[src/rtl/sh7034_rst_cpg.sv]
// sh7034_rst_cpg: clock-enable prescaler and reset sequencer for the
// SH7034 on-chip peripherals (WDT, ITU, SCI).
//
// A 13-bit free-running prescaler produces single-tick enable strobes
// at /2, /64, /128, /256, /512, /1024, /4096 and /8192 of the CE_R rate.
//
// A three-state FSM (RUN, POR_HOLD, MRES_HOLD) arbitrates the external
// reset pin and the two watchdog reset requests. It holds the peripheral
// and CPU reset lines for HOLD_CYC CE_R ticks after the winning source
// releases, and it records which source caused the last reset.
//
// Handshake/timing contract: there is no valid/ready handshake. Every
// input is sampled, and every register advances, only on a rising CLK
// edge where ce_r_i=1. On all other cycles every output holds its value.
// Source priority within one tick: ext_res_ni low > wdt_pres_i > wdt_mres_i.
//
// The dbg_* outputs expose the FSM state, the hold counter and the
// prescaler. They let checkers observe internal progress without probing
// hierarchy.
module sh7034_rst_cpg #(
    parameter int unsigned HOLD_CYC = 16
) (
    input  logic        clk_i,
    input  logic        rst_ni,
    input  logic        ce_r_i,
    input  logic        ext_res_ni,
    input  logic        wdt_pres_i,
    input  logic        wdt_mres_i,
    output logic        clk2_ce_o,
    output logic        clk64_ce_o,
    output logic        clk128_ce_o,
    output logic        clk256_ce_o,
    output logic        clk512_ce_o,
    output logic        clk1024_ce_o,
    output logic        clk4096_ce_o,
    output logic        clk8192_ce_o,
    output logic        per_res_no,
    output logic        cpu_res_no,
    output logic        mres_act_o,
    output logic [1:0]  rst_cause_o,
    output logic [1:0]  dbg_state_o,
    output logic [7:0]  dbg_hc_o,
    output logic [12:0] dbg_psc_o
);

    // Hold count loaded on every reset entry / reload (valid 1..255).
    localparam logic [7:0] HOLD_INIT = 8'(HOLD_CYC);

    localparam logic [1:0] CAUSE_EXT  = 2'b00;
    localparam logic [1:0] CAUSE_PRES = 2'b01;
    localparam logic [1:0] CAUSE_MRES = 2'b10;

    typedef enum logic [1:0] {
        ST_RUN       = 2'd0,
        ST_POR_HOLD  = 2'd1,
        ST_MRES_HOLD = 2'd2
    } state_e;

    state_e      state_q, state_d;
    logic [7:0]  hc_q, hc_d;
    logic [1:0]  cause_q, cause_d;
    logic        per_res_n_q, per_res_n_d;
    logic        cpu_res_n_q, cpu_res_n_d;
    logic        mres_act_q, mres_act_d;

    logic [12:0] psc_q, psc_d;
    // Strobe vector, bit order: /2, /64, /128, /256, /512, /1024, /4096, /8192
    logic [7:0]  strobe_q, strobe_d;

    // ------------------------------------------------------------------
    // Prescaler
    // ------------------------------------------------------------------

    // Next prescaler count and strobes. Each strobe is loaded from the
    // current count, so it is high for the tick right after the low bits
    // reach all ones. A power-on hold keeps the prescaler parked at zero.
    always_comb begin
        psc_d    = psc_q;
        strobe_d = strobe_q;
        if (ce_r_i) begin
            if (state_q == ST_POR_HOLD) begin
                psc_d    = '0;
                strobe_d = '0;
            end else begin
                psc_d       = psc_q + 13'd1;
                strobe_d[0] = &psc_q[0:0];
                strobe_d[1] = &psc_q[5:0];
                strobe_d[2] = &psc_q[6:0];
                strobe_d[3] = &psc_q[7:0];
                strobe_d[4] = &psc_q[8:0];
                strobe_d[5] = &psc_q[9:0];
                strobe_d[6] = &psc_q[11:0];
                strobe_d[7] = &psc_q[12:0];
            end
        end
    end

    // Prescaler and strobe registers.
    always_ff @(posedge clk_i or negedge rst_ni) begin
        if (!rst_ni) begin
            psc_q    <= '0;
            strobe_q <= '0;
        end else begin
            psc_q    <= psc_d;
            strobe_q <= strobe_d;
        end
    end

    // ------------------------------------------------------------------
    // Reset sequencer FSM
    // ------------------------------------------------------------------

    // Next state, hold count and cause. Entry rules are checked first in
    // priority order. The per-state hold behaviour applies only when no
    // entry fires. A watchdog power-on request seen during a manual hold
    // upgrades it to a power-on hold. A manual request is ignored once
    // any hold is in progress.
    always_comb begin
        state_d = state_q;
        hc_d    = hc_q;
        cause_d = cause_q;
        if (ce_r_i) begin
            if (!ext_res_ni) begin
                state_d = ST_POR_HOLD;
                hc_d    = HOLD_INIT;
                cause_d = CAUSE_EXT;
            end else if (wdt_pres_i && (state_q != ST_POR_HOLD)) begin
                state_d = ST_POR_HOLD;
                hc_d    = HOLD_INIT;
                cause_d = CAUSE_PRES;
            end else if (wdt_mres_i && (state_q == ST_RUN)) begin
                state_d = ST_MRES_HOLD;
                hc_d    = HOLD_INIT;
                cause_d = CAUSE_MRES;
            end else begin
                case (state_q)
                    ST_POR_HOLD: begin
                        // The external pin is high here; only the WDT
                        // request can keep the hold count topped up.
                        if (wdt_pres_i) begin
                            hc_d = HOLD_INIT;
                        end else if (hc_q == 8'd1) begin
                            state_d = ST_RUN;
                            hc_d    = 8'd0;
                        end else begin
                            hc_d = hc_q - 8'd1;
                        end
                    end
                    ST_MRES_HOLD: begin
                        if (hc_q == 8'd1) begin
                            state_d = ST_RUN;
                            hc_d    = 8'd0;
                        end else begin
                            hc_d = hc_q - 8'd1;
                        end
                    end
                    ST_RUN: begin
                        state_d = ST_RUN;
                    end
                    default: begin
                        // Unreachable encoding: recover through a full hold.
                        state_d = ST_POR_HOLD;
                        hc_d    = HOLD_INIT;
                        cause_d = CAUSE_EXT;
                    end
                endcase
            end
        end
    end

    // Reset output decode from the next state. The registered lines then
    // change in the same tick as the state transition.
    always_comb begin
        per_res_n_d = (state_d != ST_POR_HOLD);
        cpu_res_n_d = (state_d == ST_RUN);
        mres_act_d  = (state_d == ST_MRES_HOLD);
    end

    // FSM state, hold counter, cause and reset output registers.
    always_ff @(posedge clk_i or negedge rst_ni) begin
        if (!rst_ni) begin
            state_q     <= ST_POR_HOLD;
            hc_q        <= HOLD_INIT;
            cause_q     <= CAUSE_EXT;
            per_res_n_q <= 1'b0;
            cpu_res_n_q <= 1'b0;
            mres_act_q  <= 1'b0;
        end else begin
            state_q     <= state_d;
            hc_q        <= hc_d;
            cause_q     <= cause_d;
            per_res_n_q <= per_res_n_d;
            cpu_res_n_q <= cpu_res_n_d;
            mres_act_q  <= mres_act_d;
        end
    end

    // ------------------------------------------------------------------
    // Outputs
    // ------------------------------------------------------------------

    assign clk2_ce_o    = strobe_q[0];
    assign clk64_ce_o   = strobe_q[1];
    assign clk128_ce_o  = strobe_q[2];
    assign clk256_ce_o  = strobe_q[3];
    assign clk512_ce_o  = strobe_q[4];
    assign clk1024_ce_o = strobe_q[5];
    assign clk4096_ce_o = strobe_q[6];
    assign clk8192_ce_o = strobe_q[7];

    assign per_res_no  = per_res_n_q;
    assign cpu_res_no  = cpu_res_n_q;
    assign mres_act_o  = mres_act_q;
    assign rst_cause_o = cause_q;

    assign dbg_state_o = state_q;
    assign dbg_hc_o    = hc_q;
    assign dbg_psc_o   = psc_q;

endmodule

[config.mk]
export PLATFORM = sky130hd
export DESIGN_NAME = sh7034_rst_cpg
export DESIGN_NICKNAME = d
export VERILOG_FILES = /design/src/rtl/sh7034_rst_cpg.sv
export SDC_FILE = /design/constraint.sdc
export NUM_CORES = 1
export LEC_CHECK = 0
export ABC_AREA = 1
export CAP_MARGIN = 30
export CORE_MARGIN = 5
export CORE_UTILIZATION = 30
export DETAILED_ROUTE_END_ITERATION = 12
export GPL_ROUTABILITY_DRIVEN = 1
export PLACE_DENSITY = 0.63
export SLEW_MARGIN = 15
export SYNTH_ARGS = -nofsm -noshare
export SYNTH_HDL_FRONTEND = slang
export SYNTH_SLANG_ARGS = --single-unit
[constraint.sdc]
create_clock -name clk_i -period 4.67 [get_ports clk_i]
set_input_delay 1.401 -clock clk_i [delete_from_list [all_inputs] [get_ports clk_i]]
set_output_delay 1.401 -clock clk_i [all_outputs]
set_load 0.05 [all_outputs]
==> results.md <==
- Status: finished clean
- Most frequent cells in the layout: 45 x nand2_1, 41 x clkdlybuf4s50_1, 34 x dfrtp_1
- Worst r2r src: dbg_state_o[0]
- Clk_lat worst skew: 0.30 ns
- H-tree lvl count: 2
- Top cells by area, synth: dfrtp_1 44%, nand2_1 8.8%, nor2_1 6.5%, inv_1 5.7%, ha_1 5.2%
- Slowest cell on crit path: clkdlybuf4s50_1
- Syn avg cell area: 8.318 um^2
- Sw Share: 0.4608
- Crit path DAT: 1.67 ns
- Rows: 29
- Critical path class: flop to primary output
- Max cap viols: 0
- Die Span X: 89.86 um
- WL/cell: 12.69 um
- Synthesis-stage register bit count: 36
- Routed WL: 4491 um
- Fin area: 2496 um^2
- Hold_sp: strobe_q[6]
- Hold slack: 0.4872 ns
- DR vias/cell: 4.562
- Slew at the pin closest to its max-slew limit: 0.8140 ns
- Placed insts: 346
- Port buffer count: 41
- Worst-case clock buffer depth: 2
- Antenna viol nets, final: 0
- Worst IR Drop VDD: 0.2828 mV
- Final hold violations: 0
- Crit path cell chain: clkdlybuf4s50_1
- Hold Path Class: flop to flop
- Layout Nets: 290
- Reg2Reg Setup Slack: 2.78 ns
- Post_cts resized: 0
- R2R depth: 10
- Cell Count, Final, Fillers Out: 354
- DP HPWL: 3524 um
- Sequential element share of the synthesized area: 0.4722
- Syn Std Cell Area: 1913 um^2
- Post-Route Setup TNS: 0 ns
- Layout overhead on the synthesized area: 30.48%
- Num CTS Buffers: 5
- Tot Pwr: 0.001224 W
- Cts-stage hold buffer count: 0
- Max_slew headroom: 0.4556
- Period minus WS final: 3.069 ns
- Worst setup EP type: primary output
- Worst Hold Endpoint: strobe_q[6]
- Post-CTS setup buffers: 0
- Antenna cell count: 0
- Share of power burned in registers: 0.331
- Crit path largest cell delay: 0.81 ns
- Total GRT Usage: 0.1180
- Family with the most delay on the worst path: buffers and inverters
- Layout cells sized above 1: 0.1155
- Clock root cell: clkbuf_8
- Vias: 1615
- CTS clk-pin slew, worst paths: 0.08 ns
- TritonCTS clock tree: yes
- Synthesized instance count: 230
- Initial antenna violation count: 0
- Post-Syn Nets: 244
- Vias in the first global route: 1676
- Worst hold stages: 2
- Worst clock skew: 0.01079 ns
- Comb power frac: 0.478
- Fmax: 325.8 MHz
- Ports: 42
- Placed Area: 2404 um^2
- Total of warnings raised by yosys: 0
- GRT overflow: 0
- Post-synth top area share: 0.4447
- Startpoint class of the critical path: flop
- Buffers & Inverters on Critical Path: 1
- Worst Path Max Fanout: 4
- Pwr Density: 490.4 nW/um^2
- GPL Wtd Cong: 0.8481
- First-pass detailed-route iteration total: 4
- Pin count of the biggest net entering global routing: 20
- RR Endpoint: dbg_hc_o[2]
- Commonest non-fill, non-tap cell in the layout: nand2_1
- Fin. max-slew vios: 0
- CTS sink count: 36
- DRT iter0 DRCs: 90
- Worst path depth: 1
- Pleak: 1.159 nW
- Sw Pwr: 0.0005641 W
- Clock power share: 0.190
- P_int: 0.0006600 W
- Tcrit/Tclk final: 0.6572
- Starting Density: 0.3048
- Unique masters post-synth: 33
- Global-route wire length before repair: 7859 um
- Area of the core: 6277 um^2
- DRC: 0
- Area leader, netlist: dfrtp_1
- Final setup fails: 0
- Die area: 8074 um^2
- Worst EP required: 3.27 ns
- Die height: 89.86 um
- RSZ-0062 raised after global routing: no
[worst max-delay path by stage]
| stage | slack [ns] | start | endpoint |
|---|---|---|---|
| global placement | 1.62 | ce_r_i | mres_act_o |
| CTS | 1.58 | dbg_state_o[0] | dbg_state_o[0] |
| global route | 1.56 | dbg_hc_o[4] | dbg_hc_o[4] |
| floorplan | 2.47 | ce_r_i | dbg_psc_o[11] |
| detailed placement | 1.54 | ce_r_i | mres_act_o |
| finish | 1.60 | dbg_state_o[0] | dbg_state_o[0] |
[per-layer routing]
metal / global-route usage / wire, um / part of all wire
met5: 0 / 0 / 0
met4: 0.05583 / 88 / 0.020
met3: 0.02922 / 189 / 0.042
met2: 0.1884 / 2079 / 0.46
met1: 0.1492 / 2133 / 0.47
[cell usage after synthesis]
library cell	number
inv_2	5
o211ai_1	1
o22ai_2	1
nand2_2	2
buf_2	1
or2_4	1
or2_1	2
o21ai_1	5
dfrtp_1	34
o21bai_1	2
nand3_1	13
ha_1	8
xnor2_1	1
o21ai_0	9
dfstp_2	2
inv_1	29
o21ai_2	1
a22o_1	3
a21oi_1	6
buf_4	1
nor2_1	33
nand3_2	2
nor3_1	3
xor2_1	4
nand2_4	2
nor2_2	5
nand4_1	3
a21oi_2	1
a31oi_1	2
buf_6	1
nand2_1	45
nand3b_1	1
o21ai_4	1
[power groups by stage]
| stage | Sequential [W] | Clock [W] | Combinational, W |
|---|---|---|---|
| 4_1_cts | 0.000406 | 0.000239 | 0.000593 |
| 3_3_place_gp | 0.000410 | 0 | 0.000586 |
| 2_1_floorplan | 0.000569 | 0 | 0.000273 |
| 6_report | 0.000405 | 0.000233 | 0.000586 |
| 3_5_place_dp | 0.000412 | 0 | 0.000589 |
| 5_1_grt | 0.000415 | 0.000253 | 0.000648 |
[through the flow]
| stage | worst slack (ns) | util |
|---|---|---|
| 6_report | 1.601 | 0.3976 |
| 2_1_floorplan | 2.466 | - |
| 5_1_grt | 1.564 | 0.3976 |
| 4_1_cts | 1.580 | 0.3976 |
| 3_3_place_gp | 1.623 | 0.3829 |
| 3_5_place_dp | 1.538 | 0.3829 |
[flip-flops by register name, summed over array words and instances (netlist names)]
| name | cells |
|---|---|
| cpu_res_no | 1 |
| dbg_hc_o | 8 |
| dbg_psc_o | 13 |
| dbg_state_o | 2 |
| mres_act_o | 1 |
| per_res_no | 1 |
| rst_cause_o | 2 |
| strobe_q | 8 |
[logic make-up after synthesis]
family / share of synthesized area
flops: 0.4722
simple gates: 0.2649
buf+inv: 0.07913
xor+xnor: 0.02289
compound gates: 0.1086
fa+ha+maj: 0.05232
[final cells by class]
type,instances,area (um^2)
Clock inverter,3,23.77
Clock buffer,5,68.82
Inverter,34,127.6
Sequential cell,36,903.4
Tap cell,77,96.34
Fill cell,640,3781
Multi-Input combinational cell,157,858.3
Timing Repair Buffer,42,417.9
(Power assumes the default switching activity.)
